==> src/rtl/cernbe_arbiter2_pkg.sv <==
// -----------------------------------------------------------------------------
// cernbe_arb_pkg
// Shared types and defaults for the two-master CERN-BE register-bus arbiter.
//   state_t : arbiter FSM states (IDLE, WAIT)
//   req_t   : one captured master request (pending flag, type, address, data)
// The req_t address field is ADDR_W_DEF bits wide; the arbiter's ADDR_W must
// not exceed it.
// -----------------------------------------------------------------------------
package cernbe_arb_pkg;

  localparam int ADDR_W_DEF  = 13;
  localparam int TIMEOUT_DEF = 255;

  typedef enum logic {
    IDLE = 1'b0,
    WAIT = 1'b1
  } state_t;

  typedef struct packed {
    logic                  pend;
    logic                  wr;
    logic [ADDR_W_DEF-1:0] adr;
    logic [31:0]           dat;
  } req_t;

endpackage

==> src/rtl/cernbe_arbiter2_if.sv <==
// -----------------------------------------------------------------------------
// cernbe_arbiter2_if
// One CERN-BE register bus: single-cycle RdMem/WrMem strobes with address and
// write data from the master side, RdData plus Done/Error pulses back.
//   modport master : drives Addr, WrData, RdMem, WrMem
//   modport slave  : drives RdData, RdDone, WrDone, RdError, WrError
// -----------------------------------------------------------------------------
import cernbe_arb_pkg::*;

interface cernbe_arbiter2_if #(
  parameter int ADDR_W = ADDR_W_DEF
);
  logic [ADDR_W-1:0] Addr;
  logic [31:0]       WrData;
  logic              RdMem;
  logic              WrMem;
  logic [31:0]       RdData;
  logic              RdDone;
  logic              WrDone;
  logic              RdError;
  logic              WrError;

  modport master (
    output Addr, WrData, RdMem, WrMem,
    input  RdData, RdDone, WrDone, RdError, WrError
  );

  modport slave (
    input  Addr, WrData, RdMem, WrMem,
    output RdData, RdDone, WrDone, RdError, WrError
  );
endinterface

==> src/rtl/cernbe_arbiter2_req_capture.sv <==
// -----------------------------------------------------------------------------
// cernbe_req_capture
// Captures one master's single-cycle strobe into a pending request.
//   clk, rst_n      : clock, synchronous active-low reset (clears pend only)
//   rd_i, wr_i      : master strobes; both together count as a write
//   addr_i, dat_i   : address / write data, latched on an accepted strobe
//   busy_i          : this master's transaction is currently in flight
//   grant_i         : arbiter grants this master this cycle; clears pend
//   req_o           : request view = latched request, or the same-cycle
//                     strobe when nothing is latched yet
// -----------------------------------------------------------------------------
import cernbe_arb_pkg::*;

module cernbe_req_capture #(
  parameter int ADDR_W = ADDR_W_DEF
) (
  input  logic              clk,
  input  logic              rst_n,
  input  logic              rd_i,
  input  logic              wr_i,
  input  logic [ADDR_W-1:0] addr_i,
  input  logic [31:0]       dat_i,
  input  logic              busy_i,
  input  logic              grant_i,
  output req_t              req_o
);

  logic                  pend_q, pend_d;
  logic                  wr_q;
  logic [ADDR_W_DEF-1:0] adr_q;
  logic [31:0]           dat_q;
  logic                  acc;

  // A strobe while a request is already pending or in flight is dropped.
  assign acc = (rd_i | wr_i) & ~pend_q & ~busy_i;

  always_comb begin
    pend_d = pend_q;
    if (grant_i)  pend_d = 1'b0;
    else if (acc) pend_d = 1'b1;
  end

  always_ff @(posedge clk) begin
    if (!rst_n) pend_q <= 1'b0;
    else        pend_q <= pend_d;
  end

  always_ff @(posedge clk) begin
    if (acc) begin
      wr_q  <= wr_i;
      adr_q <= ADDR_W_DEF'(addr_i);
      dat_q <= dat_i;
    end
  end

  // Bypass lets the arbiter grant a strobe in the cycle it arrives.
  always_comb begin
    req_o.pend = pend_q | acc;
    req_o.wr   = pend_q ? wr_q  : wr_i;
    req_o.adr  = pend_q ? adr_q : ADDR_W_DEF'(addr_i);
    req_o.dat  = pend_q ? dat_q : dat_i;
  end

endmodule

==> src/rtl/cernbe_arbiter2.sv <==
// -----------------------------------------------------------------------------
// cernbe_arbiter2
// Two-master round-robin arbiter onto one CERN-BE register bus. Runs one
// transaction at a time, holds address/data until the slave answers, and
// forces an error completion after TIMEOUT WAIT cycles.
//   clk, rst_n : clock, synchronous active-low reset
//   m0, m1     : master-side buses (slave modport: we answer these masters)
//   s          : slave-side bus (master modport: we drive the register map)
// All outputs are registered.
// -----------------------------------------------------------------------------
import cernbe_arb_pkg::*;

module cernbe_arbiter2 #(
  parameter int ADDR_W  = ADDR_W_DEF,
  parameter int TIMEOUT = TIMEOUT_DEF
) (
  input  logic                    clk,
  input  logic                    rst_n,
  cernbe_arbiter2_if.slave        m0,
  cernbe_arbiter2_if.slave        m1,
  cernbe_arbiter2_if.master       s
);

  localparam int CNT_W = $clog2(TIMEOUT + 1);

  state_t             state_q, state_d;
  logic [CNT_W-1:0]   cnt_q, cnt_d;
  logic               gnt_q, gnt_d;      // master currently in flight
  logic               wr_q, wr_d;        // type of transaction in flight
  logic               rr_q, rr_d;        // master granted last
  logic [ADDR_W-1:0]  s_addr_q, s_addr_d;
  logic [31:0]        s_wdat_q, s_wdat_d;
  logic               s_rd_q, s_rd_d;
  logic               s_wr_q, s_wr_d;
  logic [1:0]         rd_done_q, rd_done_d;
  logic [1:0]         wr_done_q, wr_done_d;
  logic [1:0]         rd_err_q, rd_err_d;
  logic [1:0]         wr_err_q, wr_err_d;
  logic [1:0][31:0]   rdata_q, rdata_d;

  req_t               req [2];
  logic [1:0]         busy;
  logic [1:0]         grant;
  logic               g;
  req_t               sel;
  logic               resp_ok, resp_err, tmo, err;

  assign busy[0] = (state_q == WAIT) && (gnt_q == 1'b0);
  assign busy[1] = (state_q == WAIT) && (gnt_q == 1'b1);

  cernbe_req_capture #(.ADDR_W(ADDR_W)) u_cap0 (
    .clk     (clk),
    .rst_n   (rst_n),
    .rd_i    (m0.RdMem),
    .wr_i    (m0.WrMem),
    .addr_i  (m0.Addr),
    .dat_i   (m0.WrData),
    .busy_i  (busy[0]),
    .grant_i (grant[0]),
    .req_o   (req[0])
  );

  cernbe_req_capture #(.ADDR_W(ADDR_W)) u_cap1 (
    .clk     (clk),
    .rst_n   (rst_n),
    .rd_i    (m1.RdMem),
    .wr_i    (m1.WrMem),
    .addr_i  (m1.Addr),
    .dat_i   (m1.WrData),
    .busy_i  (busy[1]),
    .grant_i (grant[1]),
    .req_o   (req[1])
  );

  always_comb begin
    state_d   = state_q;
    cnt_d     = cnt_q;
    gnt_d     = gnt_q;
    wr_d      = wr_q;
    rr_d      = rr_q;
    s_addr_d  = s_addr_q;
    s_wdat_d  = s_wdat_q;
    s_rd_d    = 1'b0;
    s_wr_d    = 1'b0;
    rd_done_d = 2'b00;
    wr_done_d = 2'b00;
    rd_err_d  = 2'b00;
    wr_err_d  = 2'b00;
    rdata_d   = rdata_q;
    grant     = 2'b00;
    g         = 1'b0;
    sel       = req[0];
    resp_ok   = 1'b0;
    resp_err  = 1'b0;
    tmo       = 1'b0;
    err       = 1'b0;

    case (state_q)
      IDLE: begin
        if (req[0].pend || req[1].pend) begin
          // On a tie the master not granted last wins.
          g        = (req[0].pend && req[1].pend) ? ~rr_q : req[1].pend;
          sel      = g ? req[1] : req[0];
          grant[g] = 1'b1;
          gnt_d    = g;
          rr_d     = g;
          wr_d     = sel.wr;
          s_addr_d = ADDR_W'(sel.adr);
          s_wdat_d = sel.dat;
          s_wr_d   = sel.wr;
          s_rd_d   = ~sel.wr;
          cnt_d    = '0;
          state_d  = WAIT;
        end
      end
      WAIT: begin
        // Only responses matching the in-flight type count.
        resp_ok  = wr_q ? s.WrDone  : s.RdDone;
        resp_err = wr_q ? s.WrError : s.RdError;
        // cnt_q reaches TIMEOUT-1 in the TIMEOUT-th WAIT cycle.
        tmo      = (cnt_q == CNT_W'(TIMEOUT - 1));
        if (resp_ok || resp_err || tmo) begin
          err     = resp_err | ~resp_ok;
          state_d = IDLE;
          if (wr_q) begin
            wr_done_d[gnt_q] = 1'b1;
            wr_err_d[gnt_q]  = err;
          end else begin
            rd_done_d[gnt_q] = 1'b1;
            rd_err_d[gnt_q]  = err;
            rdata_d[gnt_q]   = err ? 32'h0 : s.RdData;
          end
        end else begin
          cnt_d = cnt_q + 1'b1;
        end
      end
    endcase
  end

  always_ff @(posedge clk) begin
    if (!rst_n) begin
      state_q   <= IDLE;
      cnt_q     <= '0;
      gnt_q     <= 1'b0;
      wr_q      <= 1'b0;
      rr_q      <= 1'b1;
      s_addr_q  <= '0;
      s_wdat_q  <= '0;
      s_rd_q    <= 1'b0;
      s_wr_q    <= 1'b0;
      rd_done_q <= 2'b00;
      wr_done_q <= 2'b00;
      rd_err_q  <= 2'b00;
      wr_err_q  <= 2'b00;
      rdata_q   <= '0;
    end else begin
      state_q   <= state_d;
      cnt_q     <= cnt_d;
      gnt_q     <= gnt_d;
      wr_q      <= wr_d;
      rr_q      <= rr_d;
      s_addr_q  <= s_addr_d;
      s_wdat_q  <= s_wdat_d;
      s_rd_q    <= s_rd_d;
      s_wr_q    <= s_wr_d;
      rd_done_q <= rd_done_d;
      wr_done_q <= wr_done_d;
      rd_err_q  <= rd_err_d;
      wr_err_q  <= wr_err_d;
      rdata_q   <= rdata_d;
    end
  end

  assign s.Addr     = s_addr_q;
  assign s.WrData   = s_wdat_q;
  assign s.RdMem    = s_rd_q;
  assign s.WrMem    = s_wr_q;

  assign m0.RdData  = rdata_q[0];
  assign m0.RdDone  = rd_done_q[0];
  assign m0.WrDone  = wr_done_q[0];
  assign m0.RdError = rd_err_q[0];
  assign m0.WrError = wr_err_q[0];

  assign m1.RdData  = rdata_q[1];
  assign m1.RdDone  = rd_done_q[1];
  assign m1.WrDone  = wr_done_q[1];
  assign m1.RdError = rd_err_q[1];
  assign m1.WrError = wr_err_q[1];

endmodule

==> src/flat_wrapper.sv <==
// flat-port wrapper written by rule: the top's interface ports become plain ports
module cernbe_arbiter2_flat 
#(
  parameter int ADDR_W  = ADDR_W_DEF,
  parameter int TIMEOUT = TIMEOUT_DEF
)
  (clk, rst_n, m0_Addr, m0_WrData, m0_RdMem, m0_WrMem, m0_RdData, m0_RdDone, m0_WrDone, m0_RdError, m0_WrError, m1_Addr, m1_WrData, m1_RdMem, m1_WrMem, m1_RdData, m1_RdDone, m1_WrDone, m1_RdError, m1_WrError, s_Addr, s_WrData, s_RdMem, s_WrMem, s_RdData, s_RdDone, s_WrDone, s_RdError, s_WrError);
  cernbe_arbiter2_if #(.ADDR_W(ADDR_W)) m0_i ();
  cernbe_arbiter2_if #(.ADDR_W(ADDR_W)) m1_i ();
  cernbe_arbiter2_if #(.ADDR_W(ADDR_W)) s_i ();
  input  logic clk;
  input  logic rst_n;
  input wire logic [$bits(m0_i.Addr)-1:0] m0_Addr;
  input wire logic [$bits(m0_i.WrData)-1:0] m0_WrData;
  input wire logic [$bits(m0_i.RdMem)-1:0] m0_RdMem;
  input wire logic [$bits(m0_i.WrMem)-1:0] m0_WrMem;
  output wire logic [$bits(m0_i.RdData)-1:0] m0_RdData;
  output wire logic [$bits(m0_i.RdDone)-1:0] m0_RdDone;
  output wire logic [$bits(m0_i.WrDone)-1:0] m0_WrDone;
  output wire logic [$bits(m0_i.RdError)-1:0] m0_RdError;
  output wire logic [$bits(m0_i.WrError)-1:0] m0_WrError;
  input wire logic [$bits(m1_i.Addr)-1:0] m1_Addr;
  input wire logic [$bits(m1_i.WrData)-1:0] m1_WrData;
  input wire logic [$bits(m1_i.RdMem)-1:0] m1_RdMem;
  input wire logic [$bits(m1_i.WrMem)-1:0] m1_WrMem;
  output wire logic [$bits(m1_i.RdData)-1:0] m1_RdData;
  output wire logic [$bits(m1_i.RdDone)-1:0] m1_RdDone;
  output wire logic [$bits(m1_i.WrDone)-1:0] m1_WrDone;
  output wire logic [$bits(m1_i.RdError)-1:0] m1_RdError;
  output wire logic [$bits(m1_i.WrError)-1:0] m1_WrError;
  output wire logic [$bits(s_i.Addr)-1:0] s_Addr;
  output wire logic [$bits(s_i.WrData)-1:0] s_WrData;
  output wire logic [$bits(s_i.RdMem)-1:0] s_RdMem;
  output wire logic [$bits(s_i.WrMem)-1:0] s_WrMem;
  input wire logic [$bits(s_i.RdData)-1:0] s_RdData;
  input wire logic [$bits(s_i.RdDone)-1:0] s_RdDone;
  input wire logic [$bits(s_i.WrDone)-1:0] s_WrDone;
  input wire logic [$bits(s_i.RdError)-1:0] s_RdError;
  input wire logic [$bits(s_i.WrError)-1:0] s_WrError;
  assign m0_i.Addr = m0_Addr;
  assign m0_i.WrData = m0_WrData;
  assign m0_i.RdMem = m0_RdMem;
  assign m0_i.WrMem = m0_WrMem;
  assign m0_RdData = m0_i.RdData;
  assign m0_RdDone = m0_i.RdDone;
  assign m0_WrDone = m0_i.WrDone;
  assign m0_RdError = m0_i.RdError;
  assign m0_WrError = m0_i.WrError;
  assign m1_i.Addr = m1_Addr;
  assign m1_i.WrData = m1_WrData;
  assign m1_i.RdMem = m1_RdMem;
  assign m1_i.WrMem = m1_WrMem;
  assign m1_RdData = m1_i.RdData;
  assign m1_RdDone = m1_i.RdDone;
  assign m1_WrDone = m1_i.WrDone;
  assign m1_RdError = m1_i.RdError;
  assign m1_WrError = m1_i.WrError;
  assign s_Addr = s_i.Addr;
  assign s_WrData = s_i.WrData;
  assign s_RdMem = s_i.RdMem;
  assign s_WrMem = s_i.WrMem;
  assign s_i.RdData = s_RdData;
  assign s_i.RdDone = s_RdDone;
  assign s_i.WrDone = s_WrDone;
  assign s_i.RdError = s_RdError;
  assign s_i.WrError = s_WrError;
  cernbe_arbiter2 #(.ADDR_W(ADDR_W), .TIMEOUT(TIMEOUT)) u_core (.clk(clk), .rst_n(rst_n), .m0(m0_i), .m1(m1_i), .s(s_i));
endmodule
==> config.mk <==
export PLATFORM = sky130hd
export DESIGN_NAME = cernbe_arbiter2_flat
export DESIGN_NICKNAME = d
export VERILOG_FILES = /design/src/rtl/cernbe_arbiter2_pkg.sv /design/src/rtl/cernbe_arbiter2_if.sv /design/src/rtl/cernbe_arbiter2_req_capture.sv /design/src/rtl/cernbe_arbiter2.sv /design/src/flat_wrapper.sv
export SDC_FILE = /design/constraint.sdc
export NUM_CORES = 1
export LEC_CHECK = 0
export BUFFER_PORTS_ARGS = -buffer_cell sky130_fd_sc_hd__buf_4
export CAP_MARGIN = 20
export CORE_MARGIN = 2
export CORE_UTILIZATION = 45
export DETAILED_ROUTE_END_ITERATION = 10
export GPL_TIMING_DRIVEN = 0
export PLACE_DENSITY = 0.67
export SKIP_CTS_REPAIR_TIMING = 1
export SYNTH_ARGS = -nofsm -noshare
export SYNTH_HDL_FRONTEND = slang
export SYNTH_HIERARCHICAL = 1
export SYNTH_SLANG_ARGS = --single-unit
export TNS_END_PERCENT = 1
==> constraint.sdc <==
create_clock -name clk -period 4.6 [get_ports clk]
set_clock_uncertainty 0.05 [all_clocks]
set_input_delay 0.69 -clock clk [delete_from_list [all_inputs] [get_ports clk]]
set_output_delay 0.69 -clock clk [all_outputs]
set_load 0.01 [all_outputs]
Word level (Yosys, flattened, before mapping)
Index checks and enable logic that the tools add are counted.
{ "totals": {"ff_bits": 225, "out_inout_bits": 119} }
{ "classes": {"add_sub_neg": 1, "n_lt_le_gt_ge": 4, "eq_ne": 3, "n_mux": 26, "bitwise": 23, "reduce_logical": 16} }
{ "ops": {"columns": ["operator", "n"], "rows": [
  ["2-to-1 mux 32 bit", 4],
  ["bitwise mux 64 bit", 1],
  ["2-to-1 mux 46 bit", 1],
  ["demux 32 bit (select 1 bit)", 1],
  ["2-to-1 mux 13 bit", 2],
  ["2-to-1 mux 8 bit", 2],
  ["one-hot mux 8 bit (2 select lines)", 1],
  ["inverter 1 bit", 13],
  ["2-to-1 mux 1 bit", 9],
  ["adder 8 x 1 -> 8 bit, second input constant", 1],
  ["equality test 8 bit, second input constant", 1],
  ["logical AND 1 bit", 5],
  ["OR 1 bit", 5],
  ["bitwise AND 1 bit", 4],
  ["less-than comparator 1 x 2 -> 1 bit, second input constant", 2],
  ["2-to-1 mux 2 bit", 2],
  ["AND reduction 2 bit", 2],
  ["AND reduction 4 bit", 1],
  ["OR reduction 2 bit", 2],
  ["OR reduction 4 bit", 1],
  ["logical OR 1 bit", 3],
  ["AND reduction 3 bit", 1],
  ["OR reduction 3 bit", 1],
  ["bitwise AND 2 bit", 1],
  ["5 further kinds", 7]
]} }

Longest topological paths before layout
Gate-level depths: netlist (run 1).
{ "logic_depth": {"word_depth": 14, "depth_mapped": 10, "depth_no_buf": 7} }

Modules after synthesis
The synthesis (run 1) kept the hierarchy.
{ "modules_own_cells": {"columns": ["module", "n_inst", "cells_per_inst", "area_per_inst_um2"], "rows": [
  ["cernbe_arbiter2", 1, 538, 5180.0],
  ["cernbe_req_capture", 2, 104, 2060.7]
]} }

Least setup slack after synthesis (run 1)
OpenSTA, ideal clock, no wires.
{ "synth_path": {"path_type": "input port to flip-flop", "start": "input port m0_WrMem", "end": "register u_core.u_cap0.adr_q[0] (enable)", "arrival_ns": 2.727, "required_ns": 4.100, "slack_ns": 1.374, "stages": 2, "n_path_buf": 0, "path_cell_list": "o21bai_1 nor2_1"} }
{ "synth_via": {"elab_chain_cells": 3} }
{ "synth_rtl": {"columns": ["item", "line_no", "source"], "rows": [
  ["start, declared", "flat_wrapper.sv:16", "input wire logic [$bits(m0_i.WrMem)-1:0] m0_WrMem;"],
  ["OR 1 bit", "cernbe_arbiter2_req_capture.sv:35", "assign acc = (rd_i | wr_i) & ~pend_q & ~busy_i;"],
  ["bitwise AND 1 bit (2 in series)", "cernbe_arbiter2_req_capture.sv:35", null],
  ["net u_core.u_cap0.acc", "cernbe_arbiter2_req_capture.sv:32", "logic acc;"],
  ["end signal, assigned", "cernbe_arbiter2_req_capture.sv:51", "adr_q <= ADDR_W_DEF'(addr_i);"],
  ["end, declared", "cernbe_arbiter2_req_capture.sv:30", "logic [ADDR_W_DEF-1:0] adr_q;"]
]} }
The timed path passes the listed nets, and every way through them passes these cells.
A chain may end at the register's enable or synchronous reset.

==> results of run 1 <==
-- worst reg2reg max path, delay by kind of cell (launching register included) --
kind	cells	cell delay, ns
AO/OA/AOI/OAI	3	0.67
flip-flops	1	0.49
buffers and inverters	3	0.77
AND/OR/NAND/NOR	3	0.59
-- layout by cell type (no fill, tap or decap), types with 3 or more instances in the layout --
cell	n
a211oi_1	16
a21oi_1	4
a222oi_1	20
a22oi_1	9
and2_1	3
buf_12	3
buf_2	11
buf_4	252
buf_6	10
clkbuf_1	28
clkbuf_16	25
clkinv_1	7
clkinv_2	5
dfxtp_1	133
edfxtp_1	92
inv_1	26
mux2_2	56
mux2_4	36
mux2i_1	81
nand2_1	119
nand3_1	5
nand4_1	4
nor2_1	22
nor2b_1	6
nor3_1	10
nor4_1	4
o211ai_1	5
o21ai_0	13
o21bai_1	3
-- kinds of logic (layout without fill, tap and decap cells) --
group,count (synthesis),after routing
mux,173,173
simple gates,187,187
compound gates,84,84
fa+ha+maj,2,2
flops,225,225
buf+inv,75,373
-- sequential cells by signal (all words and copies together), names as in the netlist, 2 cells and up --
signal / cells
u_core/m0.RdData: 32
u_core/m1.RdData: 32
u_core/s.WrData: 32
u_core/u_cap0/dat_q: 32
u_core/u_cap1/dat_q: 32
u_core/s.Addr: 13
u_core/u_cap0/adr_q: 13
u_core/u_cap1/adr_q: 13
u_core/cnt_q: 8
u_core/rd_done_q: 2
u_core/rd_err_q: 2
u_core/wr_done_q: 2
u_core/wr_err_q: 2
-- layer usage --
metal / up-vias / GRT usage (%)
met3: 47 / 4.78
met4: 0 / 5.77
li1: 3264 / -
met5: - / 0
met1: 3281 / 28.8
met2: 212 / 36.8
-- path summary, 6_finish.rpt --
path / startpoint / to / slack (ns) / cells after the start
max: u_core/gnt_q / u_core/s.Addr[9] / 1.96 / 9
max reg2reg: u_core/gnt_q / u_core/s.Addr[9] / 1.96 / 9
min: m0_WrData[15] / u_core/u_cap0/dat_q[15] / 0.30 / 1
min reg2reg: u_core/m1.RdData[15] / u_core/m1.RdData[15] / 0.41 / 2
-- per-stage QoR --
| step | std cells | total power [mW] | hold WS [ns] | setup TNS (ns) | area [µm²] |
|---|---|---|---|---|---|
| 2_1_floorplan | 746 | 3.16 | 0.386 | 0 | 9300 |
| 3_3_place_gp | 1266 | 3.62 | 0.394 | -15.56 | 11500 |
| 3_5_place_dp | 1268 | 3.65 | 0.400 | 0 | 11600 |
| 4_1_cts | 1314 | 5.46 | 0.289 | 0 | 12300 |
| 5_1_grt | 1314 | 5.65 | 0.288 | 0 | 12300 |
| 6_report | 1314 | 5.41 | 0.304 | 0 | 12300 |
-- power breakdown --
| group | internal [mW] | switching, mW | leakage (nW) |
|---|---|---|---|
| Combinational | 0.573 | 0.588 | 2.92 |
| Clock | 1.03 | 0.785 | 0.365 |
| Sequential | 2.34 | 0.0940 | 1.98 |
-- layout make-up --
type	count	area (µm²)	area share [%]
sequential	225	5430	44.1
multi-input combinational	446	3470	28.2
timing repair buffer	252	1920	15.6
clock buffer	33	676	5.49
tap	270	338	2.75
buffer	49	319	2.59
inverter	26	97.6	0.793
clock inverter	13	60.1	0.488
-- synthesized netlist by cell type, types with 2 or more instances --
cell,instances
a211oi_1,16
a21oi_1,4
a222oi_1,20
a22oi_1,9
and2_1,3
buf_2,11
buf_4,2
buf_6,10
buf_8,2
clkbuf_1,22
dfxtp_1,133
edfxtp_1,92
ha_1,2
inv_1,26
mux2_2,56
mux2_4,36
mux2i_1,81
nand2_1,119
nand2b_1,2
nand3_1,5
nand4_1,4
nor2_1,24
nor2b_1,6
nor3_1,10
nor3b_1,2
nor4_1,4
o211ai_1,5
o21a_1,2
o21ai_0,13
o21ai_1,2
o21ba_2,2
o21bai_1,3
o22ai_1,2
==> metrics.md, run 1 <==
| Metric | Value |
|---|---|
| Clock Sinks | `225` |
| Routed WL | `24400 µm` |
| Initial antenna violation count | `0` |
| Clk pin slew, worst setup/hold paths | `0.06 ns` |
| Multiplexer area fraction after synthesis | `21.3%` |
| Synth Area in Adders | `0.269%` |
| Synth top area share | `29.7%` |
| RSZ-0062 raised after global routing | `no` |
| Pre-CTS setup slack | `1.77 ns` |
| Starting Density | `46.0%` |
| Share of cells above drive strength 1 | `39.4%` |
| Vias in the first global route | `6944` |
| Initial DRC Count | `413` |
| GR Overflow Total | `0` |
| Main synth FF type | `dfxtp_1` |
| Worst ir drop on vdd | `0.225 mV` |
| Util after Layout | `60.8%` |
| CP max stage cell | `clkbuf_1` |
| Netlist cell types | `49` |
| Post-synth EDFFs | `92` |
| Diode count | `0` |
| Fin. Hold Viols | `0` |
| Gate Count Post-Synth | `746` |
| Longest Clk Path Bufs | `3` |
| P_leak | `5.26 nW` |
| Worst Setup Path Type | `flip-flop to flip-flop` |
| Main combinational cell family by area after synthesis | `multiplexers` |
| M1 WL | `10600 µm` |
| Gpl congestion | `0.839` |
| Die width | `148 µm` |
| DR WL met3 | `1740 µm` |
| Crit. End Element | `flip-flop` |
| Die height | `148 µm` |
| Tot GR Track Use | `21.9%` |
| Via density | `5.18` |
| Tmin final | `2.64 ns` |
| # rows | `52` |
| PortBufs | `250` |
| Top sig layer | `met4` |
| Yosys warns | `6` |
| Slew HR | `41.9%` |
| PwrDens | `440 nW/µm²` |
| Core area | `20200 µm²` |
| Final Max Slew Viols | `0` |
| Fin worst setup slack | `1.96 ns` |
| Simple-gate area share of the yosys netlist | `8.74%` |
| Avg Synthesized Cell Area | `12.5 µm²` |
| Largest stage delay, worst path | `0.51 ns` |
| CTS buffer count | `25` |
| Post-synth net total | `880` |
| Area growth syn-to-layout | `32.3%` |
| Worst path bufs/invs | `3` |
| Post-Synth XOR/XNOR Area | `0%` |
| Die area | `21800 µm²` |
| Pin count of the biggest net entering global routing | `29` |
| Drt first pass iters | `7` |
| Max-cap violations | `0` |
| Hpwl dp | `17300 µm` |
| F_max | `0.379 GHz` |
| First-pass GRT wire length | `38000 µm` |
| Worst min path class | `input pin to flip-flop` |
| Routed length on met2 | `11600 µm` |
| CP Cell Sequence | `and2_1, o21bai_1, nand2_1, o21ba_2, buf_2, nor2_1, clkbuf_1, a222oi_1, inv_1` |
| Final net count | `1159` |
| Worst Path Required | `5.01 ns` |
| Synth Area in Compound Gates | `6.87%` |
| Ports | `251` |
| Tcrit/Tclk final | `57.4%` |
| Top delay family on crit path | `buffers and inverters` |
| CP Launch Type | `flip-flop` |
| Final ANT Viol Nets | `0` |
| CTS tree | `done` |
| Mapped cell area | `9300 µm²` |
| Async SR Flop Fraction | `0%` |
| Largest cells by area after synthesis | `edfxtp_1 (30%), dfxtp_1 (29%), mux2i_1 (8.7%)` |
| FF+latch count, synth | `225` |
| Clk root buf | `clkbuf_16` |
| H-Tree Depth | `1` |
| Worst Path Arrival | `3.05 ns` |
| Status | `finished clean` |
| Via count | `6804` |
| Fillcell total | `1665` |
| Worst skew pair latency | `0.52 ns` |
| Largest fanout on the critical path | `10` |
| # DRC | `0` |
| Routed len/inst | `18.6 µm` |
| Seq/Total Area, Yosys | `58.3%` |
| Worst Max-Slew Pin Slew | `0.870 ns` |
| Leading area contributor after synthesis | `edfxtp_1` |
| Setup violators final | `0` |
Power figures use the tool's default switching activity.
==> run 2, diff against run 1 <==
PLACE_DENSITY = 0.7   (was 0.67)
clock period = 2.4 ns   (was 4.6 ns; I/O delays follow)
==> run 2 against run 1 <==
Compared with the run above:
- first-iteration DRC count is 25% lower
- die area did not move
- critical path depth unchanged
- sequential share of layout area down 3.4 points
- global-route usage decreased by 0.42 points
- hold slack got worse by 0.23 ns
- non-clock buffer count is 94 higher
==> metrics.md, run 2 (synthesis results as in run 1) <==
| Metric | Value |
|---|---|
| Worst min path class | `input pin to flip-flop` |
| Worst Setup Path Type | `flip-flop to flip-flop` |
| Worst ir drop on vdd | `0.488 mV` |
| Clk root buf | `clkbuf_16` |
| Area growth syn-to-layout | `43.3%` |
| Die height | `148 µm` |
| CTS buffer count | `24` |
| CTS tree | `done` |
| Hpwl dp | `17200 µm` |
| Worst Max-Slew Pin Slew | `0.693 ns` |
| CP Launch Type | `flip-flop` |
| Status | `finished clean` |
| Setup violators final | `0` |
| Pin count of the biggest net entering global routing | `29` |
| Longest Clk Path Bufs | `3` |
| Tcrit/Tclk final | `98.7%` |
| H-Tree Depth | `1` |
| Design area | `13300 µm²` |
| Starting Density | `46.0%` |
| Final ANT Viol Nets | `0` |
| Die width | `148 µm` |
| Largest stage delay, worst path | `0.43 ns` |
| Share of cells above drive strength 1 | `37.2%` |
| Top sig layer | `met4` |
| # rows | `52` |
| Initial DRC Count | `310` |
| Tmin final | `2.37 ns` |
| Vias in the first global route | `6882` |
| P_leak | `5.70 nW` |
| Final Max Slew Viols | `0` |
| PortBufs | `250` |
| Via count | `7209` |
| Worst Path Required | `2.74 ns` |
| M1 WL | `10400 µm` |
| Diode count | `0` |
| Routed length on met2 | `12800 µm` |
| Worst Path Arrival | `2.71 ns` |
| Clock Sinks | `225` |
| Worst skew pair latency | `0.51 ns` |
| First-pass GRT wire length | `37300 µm` |
| Die area | `21800 µm²` |
| RSZ-0062 raised after global routing | `yes` |
| Most common cell after layout, fill and taps aside | `buf_4` |
| Initial antenna violation count | `0` |
| Routed WL | `25600 µm` |
| CP max stage cell | `a222oi_1` |
| Crit. End Element | `flip-flop` |
| PwrDens | `801 nW/µm²` |
| GR Overflow Total | `0` |
| DR WL met3 | `1750 µm` |
| Fin. Hold Viols | `0` |
| F_max | `0.422 GHz` |
| Worst path bufs/invs | `3` |
| Largest fanout on the critical path | `10` |
| Tot GR Track Use | `21.5%` |
| Ports | `251` |
| Most frequent cells in the layout | `buf_4 (252), dfxtp_1 (133), nand2_1 (118)` |
| Core area | `20200 µm²` |
| Dpl cell area | `11600 µm²` |
| # DRC | `0` |
| Routed len/inst | `18.2 µm` |
| Util after Layout | `65.9%` |
| Clk pin slew, worst setup/hold paths | `0.06 ns` |
| Gpl congestion | `0.774` |
| Slew HR | `53.3%` |
| Final net count | `1252` |
| Max-cap violations | `0` |
| CP Cell Sequence | `buf_2, and2_1, o21bai_1, nand2_1, o21ba_2, nor2_1, clkbuf_4, a222oi_1, inv_1` |
| Top delay family on crit path | `compound AO/OA/AOI/OAI gates` |
| Via density | `5.13` |
| Drt first pass iters | `7` |
-- run 2: per-stage QoR --
stage / instances / total power [mW] / hold slack, ns / setup TNS (ns) / setup WS (ns)
floorplan: 746 / 6.06 / 0.386 / -0.644 / -0.0140
global placement: 1266 / 6.91 / 0.394 / -45.70 / -0.885
detailed placement: 1269 / 7.02 / 0.396 / -2.75 / -0.167
CTS: 1311 / 10.6 / -0.0355 / -3.62 / -0.194
global route: 1404 / 11.1 / 0.0807 / -0.378 / -0.0624
finish: 1404 / 10.7 / 0.0782 / 0 / 0.0316
-- run 2: worst paths after layout --
kind                                              to  slack [ns]                 start  cells past startpoint
worst max-delay path             u_core/s.WrData[24]        0.03        u_core/state_q                      9
worst max register to register   u_core/s.WrData[24]        0.03        u_core/state_q                      9
worst min-delay path            u_core/m0.RdData[27]        0.08          s_RdData[27]                      3
worst min register to register  u_core/m1.RdData[11]        0.41  u_core/m1.RdData[11]                      2
-- run 2: worst register-to-register path: stages, from the launching register on --
cell and delay (ns):
dfxtp_1 0.30, buf_2 0.18, and2_1 0.17, o21bai_1 0.22, nand2_1 0.18, o21ba_2 0.28, nor2_1 0.14, clkbuf_4 0.23
a222oi_1 0.43, inv_1 0.07
-- run 2: cell type report --
class / count / area (µm²)
Buffer: 48 / 337
Clock buffer: 38 / 694
Clock inverter: 4 / 47.5
Fill cell: 1554 / 6910
Inverter: 26 / 97.6
Multi-Input combinational cell: 446 / 3500
Sequential cell: 225 / 5430
Tap cell: 270 / 338
Timing Repair Buffer: 347 / 2890
-- run 2: per-layer routing --
metal	vias up	global-route usage (%)
met3	39	4.41
met2	248	36.0
li1	3453	-
met5	-	0
met1	3469	28.2
met4	0	6.15
-- run 2: power by group --
part	switching [mW]	leakage (nW)	internal, mW	total (mW)
combinational	1.20	3.36	1.25	2.45
clock	1.46	0.360	2.08	3.55
sequential	0.189	1.98	4.49	4.68
total	2.85	5.70	7.82	10.7
